==> config.mk <==
export PLATFORM = sky130hd
export DESIGN_NAME = scan_trig_gen_flat
export DESIGN_NICKNAME = d
export VERILOG_FILES = /design/src/rtl/scan_trig_gen_pkg.sv /design/src/rtl/scan_trig_gen_if.sv /design/src/rtl/scan_trig_gen_cfg_sync_stable.sv /design/src/rtl/scan_trig_gen.sv /design/src/flat_wrapper.sv
export SDC_FILE = /design/constraint.sdc
export NUM_CORES = 1
export LEC_CHECK = 0
export ABC_AREA = 1
export BUFFER_PORTS_ARGS = -buffer_cell sky130_fd_sc_hd__buf_4
export CORE_ASPECT_RATIO = 0.7
export CORE_MARGIN = 2
export CORE_UTILIZATION = 55
export CTS_CLUSTER_DIAMETER = 150
export DETAILED_ROUTE_END_ITERATION = 12
export GPL_TIMING_DRIVEN = 0
export MAX_ROUTING_LAYER = met4
export PLACE_DENSITY = 0.8
export SLEW_MARGIN = 20
export SYNTH_ARGS = -nofsm -noshare
export SYNTH_HDL_FRONTEND = slang
export SYNTH_SLANG_ARGS = --single-unit
export TNS_END_PERCENT = 50
==> constraint.sdc <==
create_clock -name clk -period 1.93 [get_ports clk]
set_input_delay 0.386 -clock clk [delete_from_list [all_inputs] [get_ports clk]]
set_output_delay 0.386 -clock clk [all_outputs]
set_load 0.01 [all_outputs]
==> src/rtl/scan_trig_gen_pkg.sv <==
// Shared types and constants for the scan-head trigger generator.
// Latency: n/a (declarations only).
// Backpressure: n/a.
package scan_pkg;

    // Default register widths as seen in the PCIe register bank
    localparam int DIV_W_DEF = 6;
    localparam int LOW_W_DEF = 10;
    localparam int PER_W_DEF = 16;
    localparam int CNT_W_DEF = 16;

    // Trigger line level while no pulse is being driven (line is active-low)
    localparam logic TRIG_IDLE = 1'b1;

    // Burst sequencer states
    typedef enum logic [1:0] {
        ST_IDLE = 2'd0,
        ST_LOW  = 2'd1,
        ST_HIGH = 2'd2,
        ST_FIN  = 2'd3
    } state_t;

endpackage

==> src/rtl/scan_trig_gen_if.sv <==
// Register-bank / control bundle between the host side and the trigger generator.
// Latency: n/a (wires only).
// Backpressure: none; start edges arriving while a burst runs are dropped by the generator.
interface scan_trig_gen_if
    import scan_pkg::*;
#(
    parameter int DIV_W = DIV_W_DEF,
    parameter int LOW_W = LOW_W_DEF,
    parameter int PER_W = PER_W_DEF,
    parameter int CNT_W = CNT_W_DEF
);
    // Host-domain configuration (quasi-static, resynchronised inside the generator)
    logic [DIV_W-1:0] div_reg;
    logic [LOW_W-1:0] low_reg;
    logic [PER_W-1:0] period_reg;
    logic [CNT_W-1:0] count_reg;

    // Control levels
    logic             start;
    logic             abort;

    // Trigger line and status
    logic             trig_out;
    logic             busy;
    logic             done;
    logic             cfg_err;
    logic [CNT_W-1:0] pulse_idx;

    // Host / register-bank side
    modport master (
        output div_reg, low_reg, period_reg, count_reg, start, abort,
        input  trig_out, busy, done, cfg_err, pulse_idx
    );

    // Trigger generator side
    modport slave (
        input  div_reg, low_reg, period_reg, count_reg, start, abort,
        output trig_out, busy, done, cfg_err, pulse_idx
    );

endinterface

==> src/rtl/scan_trig_gen_cfg_sync_stable.sv <==
// Brings a quasi-static multi-bit config word into clk: two capture flops, then a hold register.
// Latency: a value stable at the input appears on o_dat 3 clk later.
// Backpressure: none; values that change between consecutive samples are never passed on.
module cfg_sync_stable #(
    parameter int WIDTH = 8
) (
    input  logic             clk,
    input  logic             rst_n,
    input  logic [WIDTH-1:0] i_dat,
    output logic [WIDTH-1:0] o_dat
);

    logic [WIDTH-1:0] r_d0;
    logic [WIDTH-1:0] r_d1;
    logic [WIDTH-1:0] r_d2;

    // Capture twice; only accept the word once two consecutive samples agree,
    // so a multi-bit word caught mid-update is never presented as a mixed value.
    always_ff @(posedge clk or negedge rst_n) begin
        if (!rst_n) begin
            r_d0 <= '0;
            r_d1 <= '0;
            r_d2 <= '0;
        end else begin
            r_d0 <= i_dat;
            r_d1 <= r_d0;
            if (r_d0 == r_d1) begin
                r_d2 <= r_d1;
            end
        end
    end

    assign o_dat = r_d2;

endmodule

==> src/rtl/scan_trig_gen.sv <==
// Active-low scan-head trigger pulse train: width, period and count from a prescaled tick.
// Latency: trig_out falls 1 clk after the start edge; done/cfg_err are 1-clk pulses.
// Backpressure: none; start edges outside IDLE are ignored, abort always wins.
module scan_trig_gen
    import scan_pkg::*;
#(
    parameter int DIV_W = DIV_W_DEF,
    parameter int LOW_W = LOW_W_DEF,
    parameter int PER_W = PER_W_DEF,
    parameter int CNT_W = CNT_W_DEF
) (
    input  logic          clk,
    input  logic          rst_n,
    scan_trig_gen_if.slave bus
);

    // Synchronised config (live values from the register bank)
    logic [DIV_W-1:0] w_div;
    logic [LOW_W-1:0] w_low;
    logic [PER_W-1:0] w_per;
    logic [CNT_W-1:0] w_cnt;
    logic [PER_W-1:0] w_low_x;

    // Shadowed config, frozen for the duration of a burst
    logic [DIV_W-1:0] r_div_sh;
    logic [LOW_W-1:0] r_low_sh;
    logic [PER_W-1:0] r_per_sh;
    logic [CNT_W-1:0] r_cnt_sh;
    logic [PER_W-1:0] w_low_sh_x;

    // Sequencer state and datapath
    state_t           r_state;
    state_t           w_state_nxt;
    logic             r_start_q;
    logic [DIV_W-1:0] r_presc;
    logic [PER_W-1:0] r_phase;
    logic [PER_W-1:0] w_phase_inc;
    logic [CNT_W-1:0] r_idx;
    logic             r_cfg_err;

    logic             w_start_edge;
    logic             w_cfg_bad;
    logic             w_accept;
    logic             w_running;
    logic             w_tick;
    logic             w_low_end;
    logic             w_per_end;
    logic             w_cnt_reached;

    cfg_sync_stable #(.WIDTH(DIV_W)) u_sync_div (
        .clk   (clk),
        .rst_n (rst_n),
        .i_dat (bus.div_reg),
        .o_dat (w_div)
    );

    cfg_sync_stable #(.WIDTH(LOW_W)) u_sync_low (
        .clk   (clk),
        .rst_n (rst_n),
        .i_dat (bus.low_reg),
        .o_dat (w_low)
    );

    cfg_sync_stable #(.WIDTH(PER_W)) u_sync_per (
        .clk   (clk),
        .rst_n (rst_n),
        .i_dat (bus.period_reg),
        .o_dat (w_per)
    );

    cfg_sync_stable #(.WIDTH(CNT_W)) u_sync_cnt (
        .clk   (clk),
        .rst_n (rst_n),
        .i_dat (bus.count_reg),
        .o_dat (w_cnt)
    );

    // Low width is compared against PER_W-wide quantities; widen without sign.
    assign w_low_x    = PER_W'(w_low);
    assign w_low_sh_x = PER_W'(r_low_sh);

    // A pulse needs a non-zero low phase and some high time after it.
    assign w_cfg_bad    = (w_low == '0) || (w_per <= w_low_x);
    assign w_start_edge = bus.start & ~r_start_q;
    assign w_accept     = (r_state == ST_IDLE) && w_start_edge && !bus.abort && !w_cfg_bad;
    assign w_running    = (r_state == ST_LOW) || (r_state == ST_HIGH);

    // Phase advances once per prescaler wrap; ends are detected on the tick
    // that would make the phase reach the programmed limit.
    assign w_tick        = (r_presc == r_div_sh);
    assign w_phase_inc   = r_phase + 1'b1;
    assign w_low_end     = (r_state == ST_LOW)  && w_tick && (w_phase_inc == w_low_sh_x);
    assign w_per_end     = (r_state == ST_HIGH) && w_tick && (w_phase_inc == r_per_sh);
    assign w_cnt_reached = (r_cnt_sh != '0) && (r_idx == r_cnt_sh);

    // Previous start level for rising-edge detection
    always_ff @(posedge clk or negedge rst_n) begin
        if (!rst_n) begin
            r_start_q <= 1'b0;
        end else begin
            r_start_q <= bus.start;
        end
    end

    // Sequencer state register
    always_ff @(posedge clk or negedge rst_n) begin
        if (!rst_n) begin
            r_state <= ST_IDLE;
        end else begin
            r_state <= w_state_nxt;
        end
    end

    // Sequencer next state; abort overrides every other transition
    always_comb begin
        w_state_nxt = r_state;
        if (bus.abort) begin
            w_state_nxt = ST_IDLE;
        end else begin
            case (r_state)
                ST_IDLE: begin
                    if (w_accept) begin
                        w_state_nxt = ST_LOW;
                    end
                end
                ST_LOW: begin
                    if (w_low_end) begin
                        w_state_nxt = ST_HIGH;
                    end
                end
                ST_HIGH: begin
                    if (w_per_end) begin
                        w_state_nxt = w_cnt_reached ? ST_FIN : ST_LOW;
                    end
                end
                ST_FIN: begin
                    w_state_nxt = ST_IDLE;
                end
                default: begin
                    w_state_nxt = ST_IDLE;
                end
            endcase
        end
    end

    // Sequencer outputs decoded from the registered state, so a reset
    // returns the trigger line to idle without waiting for a clock
    always_comb begin
        bus.trig_out = TRIG_IDLE;
        bus.busy     = 1'b0;
        bus.done     = 1'b0;
        case (r_state)
            ST_LOW: begin
                bus.trig_out = ~TRIG_IDLE;
                bus.busy     = 1'b1;
            end
            ST_HIGH: begin
                bus.busy     = 1'b1;
            end
            ST_FIN: begin
                bus.done     = 1'b1;
            end
            default: begin
            end
        endcase
    end

    // Shadow capture on acceptance; prescaler, phase and pulse count while running.
    // Abort freezes everything so pulse_idx keeps the count reached so far.
    always_ff @(posedge clk or negedge rst_n) begin
        if (!rst_n) begin
            r_div_sh <= '0;
            r_low_sh <= '0;
            r_per_sh <= '0;
            r_cnt_sh <= '0;
            r_presc  <= '0;
            r_phase  <= '0;
            r_idx    <= '0;
        end else if (w_accept) begin
            r_div_sh <= w_div;
            r_low_sh <= w_low;
            r_per_sh <= w_per;
            r_cnt_sh <= w_cnt;
            r_presc  <= '0;
            r_phase  <= '0;
            r_idx    <= '0;
        end else if (w_running && !bus.abort) begin
            r_presc <= w_tick ? '0 : r_presc + 1'b1;
            if (w_tick) begin
                r_phase <= w_per_end ? '0 : w_phase_inc;
            end
            if (w_low_end && (r_idx != '1)) begin
                r_idx <= r_idx + 1'b1;
            end
        end
    end

    // One-cycle rejection pulse for a start edge seen with unusable config
    always_ff @(posedge clk or negedge rst_n) begin
        if (!rst_n) begin
            r_cfg_err <= 1'b0;
        end else begin
            r_cfg_err <= (r_state == ST_IDLE) && w_start_edge && !bus.abort && w_cfg_bad;
        end
    end

    assign bus.cfg_err   = r_cfg_err;
    assign bus.pulse_idx = r_idx;

endmodule

==> src/flat_wrapper.sv <==
// flat-port wrapper written by rule: the top's interface ports become plain ports
module scan_trig_gen_flat import scan_pkg::*;
#(
    parameter int DIV_W = DIV_W_DEF,
    parameter int LOW_W = LOW_W_DEF,
    parameter int PER_W = PER_W_DEF,
    parameter int CNT_W = CNT_W_DEF
)
  (clk, rst_n, bus_div_reg, bus_low_reg, bus_period_reg, bus_count_reg, bus_start, bus_abort, bus_trig_out, bus_busy, bus_done, bus_cfg_err, bus_pulse_idx);
  scan_trig_gen_if #(.DIV_W(DIV_W), .LOW_W(LOW_W), .PER_W(PER_W), .CNT_W(CNT_W)) bus_i ();
  input  logic clk;
  input  logic rst_n;
  input wire logic [$bits(bus_i.div_reg)-1:0] bus_div_reg;
  input wire logic [$bits(bus_i.low_reg)-1:0] bus_low_reg;
  input wire logic [$bits(bus_i.period_reg)-1:0] bus_period_reg;
  input wire logic [$bits(bus_i.count_reg)-1:0] bus_count_reg;
  input wire logic [$bits(bus_i.start)-1:0] bus_start;
  input wire logic [$bits(bus_i.abort)-1:0] bus_abort;
  output wire logic [$bits(bus_i.trig_out)-1:0] bus_trig_out;
  output wire logic [$bits(bus_i.busy)-1:0] bus_busy;
  output wire logic [$bits(bus_i.done)-1:0] bus_done;
  output wire logic [$bits(bus_i.cfg_err)-1:0] bus_cfg_err;
  output wire logic [$bits(bus_i.pulse_idx)-1:0] bus_pulse_idx;
  assign bus_i.div_reg = bus_div_reg;
  assign bus_i.low_reg = bus_low_reg;
  assign bus_i.period_reg = bus_period_reg;
  assign bus_i.count_reg = bus_count_reg;
  assign bus_i.start = bus_start;
  assign bus_i.abort = bus_abort;
  assign bus_trig_out = bus_i.trig_out;
  assign bus_busy = bus_i.busy;
  assign bus_done = bus_i.done;
  assign bus_cfg_err = bus_i.cfg_err;
  assign bus_pulse_idx = bus_i.pulse_idx;
  scan_trig_gen #(.DIV_W(DIV_W), .LOW_W(LOW_W), .PER_W(PER_W), .CNT_W(CNT_W)) u_core (.clk(clk), .rst_n(rst_n), .bus(bus_i));
endmodule
# Word-level counts from Yosys, hierarchy flattened
# Cells that the tools add are included.
# W data, S select, Z words.
[totals]
ff_bits = 234
input_bits = 52
word_cells = 87
out_inout_bits = 20
[classes]
muxes = 19
addsub = 3
bitwise_logic = 2
magnitude_cmp = 1
reduce_logical = 25
n_eq_ne = 15
[op_table]
columns = ["cell", "n"]
rows = [
  ["$mux W16", 7],
  ["$eq A16 B16 Y1", 4],
  ["$add A16 B1 Y16 const B", 2],
  ["$mux W6", 3],
  ["$eq A16 B10 Y1", 1],
  ["$le A16 B10 Y1", 1],
  ["$ne A16 B16 Y1 const B", 1],
  ["$reduce_bool A16 Y1", 1],
  ["$eq A6 B6 Y1", 2],
  ["$logic_and A1 B1 Y1", 11],
  ["$eq A10 B10 Y1", 1],
  ["$logic_not A10 Y1", 1],
  ["$mux W2", 5],
  ["$ne A3 B2 Y1 const B", 3],
  ["$pmux W2 S4", 1],
  ["$add A6 B1 Y6 const B", 1],
  ["$reduce_bool A2 Y1", 3],
  ["$eq A2 B2 Y1 const B", 2],
  ["$reduce_and A2 Y1", 2],
  ["$mux W1", 3],
  ["$reduce_and A3 Y1", 1],
  ["$eq A2 B1 Y1 const B", 1],
  ["$logic_not A1 Y1", 2],
  ["$logic_not A2 Y1", 1],
  ["4 further kinds", 5],
]

# Depth between registers and ports, before layout
[depth]
word_depth = 8
ltp_mapped = 18
depth_no_buf = 18

# Cells and area by module
# From an unflattened synthesis, not the netlist that was laid out.
[unflattened]
cells_unflattened = 1273
area_unflattened_um2 = 10787.8
[modules_own_cells]
columns = ["mod", "cells_each", "area_each_um2", "seq_area_each_um2", "n_inst"]
rows = [
  ["scan_trig_gen", 729, 5395.2, 2252.2, 1],
  ["cfg_sync_stable at u_core.u_sync_cnt ...", 187, 1780.5, 1201.2, 2],
  ["cfg_sync_stable at u_core.u_sync_low", 101, 1089.8, 750.7, 1],
  ["cfg_sync_stable at u_core.u_sync_div", 69, 742.0, 450.4, 1],
]

# Least setup slack after synthesis
# No wires, ideal clock.
[synth_path]
path_type = "reg2reg"
start = "reg u_core.r_idx[1] (netlist: u_core.bus.pulse_idx[1])"
end = "reg u_core.r_idx[8] (netlist: u_core.bus.pulse_idx[8])"
path_slack_ns = -0.204
arrival_ns = 2.069
setup_time_ns = 0.066
n_path_buf = 1
required_ns = 1.864
period_less_slack_ns = 2.134
stages_incl_launch_ff = 13
cell_sequence = "dfrtp_1 > ha_1 > nand4_1 > nor2_1 > nand2_1 > nor2_2 > nand4_1 > o21ai_1 > nor2_8 > inv_4 > buf_8 > nand3_2 > nand2_1"
[synth_between]
elab_chain_len = 4
word_cells_on_any_way = 8
classes_between = "add/sub: 1; eq/ne: 1; mux: 3; reduce/logical: 3"
[synth_rtl]
columns = ["element", "line_no", "text"]
rows = [
  ["start: declaration", "scan_trig_gen.sv:38", "logic [CNT_W-1:0] r_idx;"],
  ["start signal: assignment", "scan_trig_gen.sv:193", "r_idx <= r_idx + 1'b1;"],
  ["$add A16 B1 Y16 or $ne A16 B16 Y1 (tied branches)", "scan_trig_gen.sv:193, scan_trig_gen.sv:192", ""],
  ["$mux W16 or $logic_and A1 B1 Y1 (tied branches)", "scan_trig_gen.sv:192", "if (w_low_end && (r_idx != '1)) begin"],
  ["$mux W16 or $reduce_bool A2 Y1 (tied branches)", "-", ""],
  ["$mux W16 or $reduce_and A2 Y1 (tied branches)", "-", ""],
]
# Parallel ways exist; a longest one is shown, timed or not. The select of a mux whose other input is x is not followed.
# A chain may end at the register's enable or synchronous reset.

# Final worst setup path
[layout_path]
start = "reg u_core.r_phase[0]"
end = "reg u_core.r_state[1]"
[layout_between]
elab_chain_len = 5
word_cells_on_any_way = 8
classes_between = "add/sub: 1; eq/ne: 4; reduce/logical: 3"
[layout_rtl]
columns = ["element", "line_no", "text"]
rows = [
  ["start: declaration", "scan_trig_gen.sv:36", "logic [PER_W-1:0] r_phase;"],
  ["start signal: assignment", "scan_trig_gen.sv:190", "r_phase <= w_per_end ? '0 : w_phase_inc;"],
  ["$add A16 B1 Y16 *", "scan_trig_gen.sv:91", "assign w_phase_inc = r_phase + 1'b1;"],
  ["$eq A16 B10 Y1 or $eq A16 B16 Y1 (tied branches)", "scan_trig_gen.sv:92, scan_trig_gen.sv:93", ""],
  ["$logic_and A1 B1 Y1 (on tied branches)", "scan_trig_gen.sv:92, scan_trig_gen.sv:93", ""],
  ["$ne A3 B2 Y1 (no source line)", "-", ""],
  ["$reduce_and A3 Y1 (no source line) *", "-", ""],
  ["end signal: assignment", "scan_trig_gen.sv:110", "r_state <= w_state_nxt;"],
  ["end: declaration", "scan_trig_gen.sv:32", "state_t r_state;"],
]
# Every way passes the cells marked *; elsewhere a longest branch is shown, timed or not.

==> results.py <==
metrics = {
    "run_status": {
        "outcome": "complete, but fails checks",
        "violations": "DRC, setup timing",
    },
    "global_routing": {
        "grt_max_degree": 74,
        "grt_overflow": 0,
        "grt_pass1_vias": 9563,
        "grt_pass1_wl_mm": 50.21,
        "grt_use_total": 0.3244,
        "antenna_found_initial": 1,
    },
    "setup_path": {
        "critPathLaunchType": "flip-flop",
        "cp_max_fo": 8,
        "r2r-start": "u_core.r_phase[0]$_DFFE_PN0P_",
        "worst_setup_path_end_kind": "flip-flop",
        "reg2reg_to": "u_core.r_state[1]$_DFFE_PN0P_",
        "cp.required_ns": 2.37,
        "critPathKind": "reg2reg",
        "r2r_slack_ns": -0.91,
        "reg2reg_depth": 16,
        "arrival_ns": 3.29,
    },
    "clock_network": {
        "cts_htree_levels": 1,
        "clockBufferDepth": 3,
        "insertion_delay_ns": 0.55,
        "cts_buffers": 23,
        "clk_pin_slew_ns": 0.08,
        "cts_tree": "built",
        "clockRootBuffer": "clkbuf_16",
        "cts_num_sinks": 234,
    },
    "pwr": {
        "netSwitchingPower_uw": 4863,
        "comb_power_share": 0.250,
        "p_leak_uw": 0.007111,
        "switching_share": 0.3389,
        "power_density_nw_per_um2": 964.7,
        "ir_worst_vdd_mv": 1.069,
        "p_int_uw": 9488,
        "pwr-share-seq": 0.409,
        "clkPwrFrac": 0.342,
        "finalPower_uw": 14350,
    },
    "routing": {
        "vias": 10690,
        "wl_mm": 41.63,
        "m1WireLength_mm": 13.81,
        "ant_nets": 0,
        "drtIter0Drc": 1973,
        "dr_wl_met3_mm": 6.230,
        "vias_per_cell": 6.689,
        "drc_errors": 6,
        "wl_met2_mm": 17.78,
        "top_layer_used": "met4",
        "drt-pass1-iter-count": 13,
        "routedWlPerCell_um": 26.05,
    },
    "sta": {
        "drv_slew": 0,
        "timing.fmax_ghz": 0.3515,
        "setup_viol": 107,
        "tightest_slew_ns": 0.6489,
        "setup_slack_ns": -0.9149,
        "rsz0062_at_grt": "true",
        "finClkSkew_ns": 0.02099,
        "hold_viol": 0,
        "min_period_ns": 2.845,
        "period_share": 1.474,
        "slew-limit-headroom": 0.5634,
    },
    "yosys": {
        "ys.flop_type": "dfrtp_1",
        "ys_seq_area_frac": 0.5538,
        "synth_largest_area_cell": "dfrtp_1",
        "synth_nets": 1181,
        "synth.distinct_cells": 40,
        "synth_edf_count": 0,
        "ys_ff_latch": 234,
        "ys_top_cells_by_area": "dfrtp_1 55%, nand2_1 7.2%, inv_1 4.5%, xor2_1 4.2%, nor2_1 3.6%",
        "syn_area_um2": 10570,
        "synth_top_area_share": 0.5538,
        "synth_area_per_cell_um2": 9.516,
        "ys_warn_count": 0,
        "async_reset_ff_frac": 1.000,
        "syn_inst": 1111,
    },
    "die": {
        "die_area_um2": 20370,
        "coreArea_um2": 18870,
        "ios": 72,
        "fp-row-count": 42,
        "die_h_um": 120,
        "initial_core_util": 0.5604,
        "die_x_um": 169.7,
    },
    "placed_design": {
        "place_inst": 1427,
        "numPortBuffers": 71,
        "placed_cell_area_um2": 11570,
        "dpl.hpwl_mm": 16.75,
        "gp_congestion": 0.9699,
    },
    "job": {
        "drv_cap": 0,
    },
    "finish": {
        "fillers": 849,
        "final_net_count": 1407,
        "stdcell_area_um2": 14880,
        "final_common_cell": "dfrtp_1",
        "areaGrowthSynthToFinish_pct": 40.71,
        "fin_util": 0.7886,
        "stdcell_count": 1598,
        "mostFrequentLayoutCells": "224 x dfrtp_1, 151 x nand2_1, 124 x buf_4",
        "drive_gt1_frac": 0.3648,
    },
    "hold_path": {
        "hold_end": "u_core.r_state[1]$_DFFE_PN0P_",
        "whs_path_depth": 4,
        "hp-start": "bus_abort",
        "hp-class": "in2reg",
    },
}
-- power by group through the flow --
stage	registers [µW]	logic (µW)	clock network, µW
global placement	5770	1730	0
CTS	5710	2410	4750
global route	5860	3660	5140
detailed placement	5790	1830	0
floorplan	5700	1250	0
finish	5860	3580	4910
-- flip-flops by register name (all words and copies together), names as in the netlist, 10 cells and up --
signal,count
u_core.u_sync_low.r_d0,10
u_core.bus.pulse_idx,16
u_core.u_sync_low.r_d1,10
u_core.u_sync_low.o_dat,10
u_core.u_sync_per.o_dat,16
u_core.r_per_sh,16
u_core.r_low_sh,10
u_core.u_sync_per.r_d1,16
u_core.u_sync_cnt.r_d1,16
u_core.u_sync_cnt.o_dat,16
u_core.r_phase,16
u_core.u_sync_cnt.r_d0,16
u_core.u_sync_per.r_d0,16
u_core.r_cnt_sh,16
-- layout make-up --
type                    instances  area (µm²)  area share
repair buffers                201        1986      0.1335
plain buffers                  29       429.2     0.02885
well taps                     242       302.8     0.02035
inverters                     129       494.2     0.03322
clock inverters                15       178.9     0.01203
clock buffers                  27       620.6     0.04172
flip-flops and latches        234        5868      0.3944
diodes                          2       5.005   0.0003364
multi-input cells             719        4992      0.3356
-- metrics by stage --
stage / hold slack (ns) / setup WS, ns / TNS (ns)
6_report: 0.2888 / -0.9149 / -48.59
4_1_cts: 0.2118 / -0.2651 / -16.63
3_3_place_gp: 0.3744 / -1.467 / -329.24
2_1_floorplan: 0.09041 / -0.02775 / -0.3302
5_1_grt: 0.2727 / -0.9205 / -53.09
3_5_place_dp: 0.2906 / -0.6207 / -49.36
-- Yosys cell counts, types with 17 or more instances --
| cell type | n |
|---|---|
| inv_1 | 126 |
| clkbuf_1 | 21 |
| ha_1 | 18 |
| nor2_1 | 102 |
| a21oi_1 | 48 |
| xor2_1 | 51 |
| nand3_1 | 74 |
| mux2_2 | 29 |
| nand4_1 | 26 |
| o21ai_0 | 42 |
| dfrtp_1 | 234 |
| nand2_1 | 203 |
| nand3_2 | 17 |
-- repair_timing --
| item | 4_1_cts | 5_1_grt |
|---|---|---|
| setup buffers | 30 | 35 |
| gates resized for setup | 200 | 146 |
| pin swaps | 41 | 32 |
| cloned | 12 | 2 |
| setup endpoints to repair | 117 | 116 |
| hold buffers | 50 | 0 |
| hold endpoints to repair | 92 | 0 |
-- worst max-delay path by stage --
stage / start / endpoint / slack [ns]
floorplan: u_core.r_phase[0]$_DFFE_PN0P_ / u_core.bus.pulse_idx[9]$_DFFE_PN0P_ / -0.03
global placement: rst_n / u_core.bus.pulse_idx[1]$_DFFE_PN0P_ / -1.47
detailed placement: u_core.r_state[1]$_DFFE_PN0P_ / u_core.r_phase[2]$_DFFE_PN0P_ / -0.62
CTS: u_core.r_phase[0]$_DFFE_PN0P_ / u_core.r_phase[0]$_DFFE_PN0P_ / -0.27
global route: u_core.r_phase[0]$_DFFE_PN0P_ / u_core.r_state[0]$_DFFE_PN0P_ / -0.92
finish: u_core.r_phase[0]$_DFFE_PN0P_ / u_core.r_state[1]$_DFFE_PN0P_ / -0.91
-- per-layer routing --
| layer | up-vias | track usage |
|---|---|---|
| li1 | 4071 | - |
| met1 | 4999 | 0.4192 |
| met2 | 1160 | 0.4870 |
| met3 | 459 | 0.07817 |
| met4 | 0 | 0.1565 |
| met5 | - | - |
-- cells by family (layout without fill, tap and decap cells) --
group | after synthesis | after routing | synth area share
and+or+nand+nor | 490 | 491 | 0.2230
buffers and inverters | 159 | 401 | 0.06023
other | 0 | 2 | 0
muxes | 29 | 29 | 0.03089
xor gates and xnor gates | 63 | 63 | 0.05219
AOI/OAI and AO/OA | 118 | 118 | 0.05858
DFF | 234 | 234 | 0.5538
adders and majority gates | 18 | 18 | 0.02130
-- worst max-delay path, stage by stage (launching register included) --
cell and delay (ns):
dfrtp_2 0.46, buf_4 0.16, inv_2 0.06, nor2_4 0.23, nand2_1 0.20, nand3_1 0.30, nand2_1 0.11, inv_1 0.09
nand2_1 0.06, nor2_2 0.13, nand3_1 0.14, nor2_2 0.20, nand2_4 0.13, nand2_2 0.14, nand2_2 0.14, nand2_2 0.11
nand2_1 0.06
Note: power is estimated with default switching activity, not from simulation.
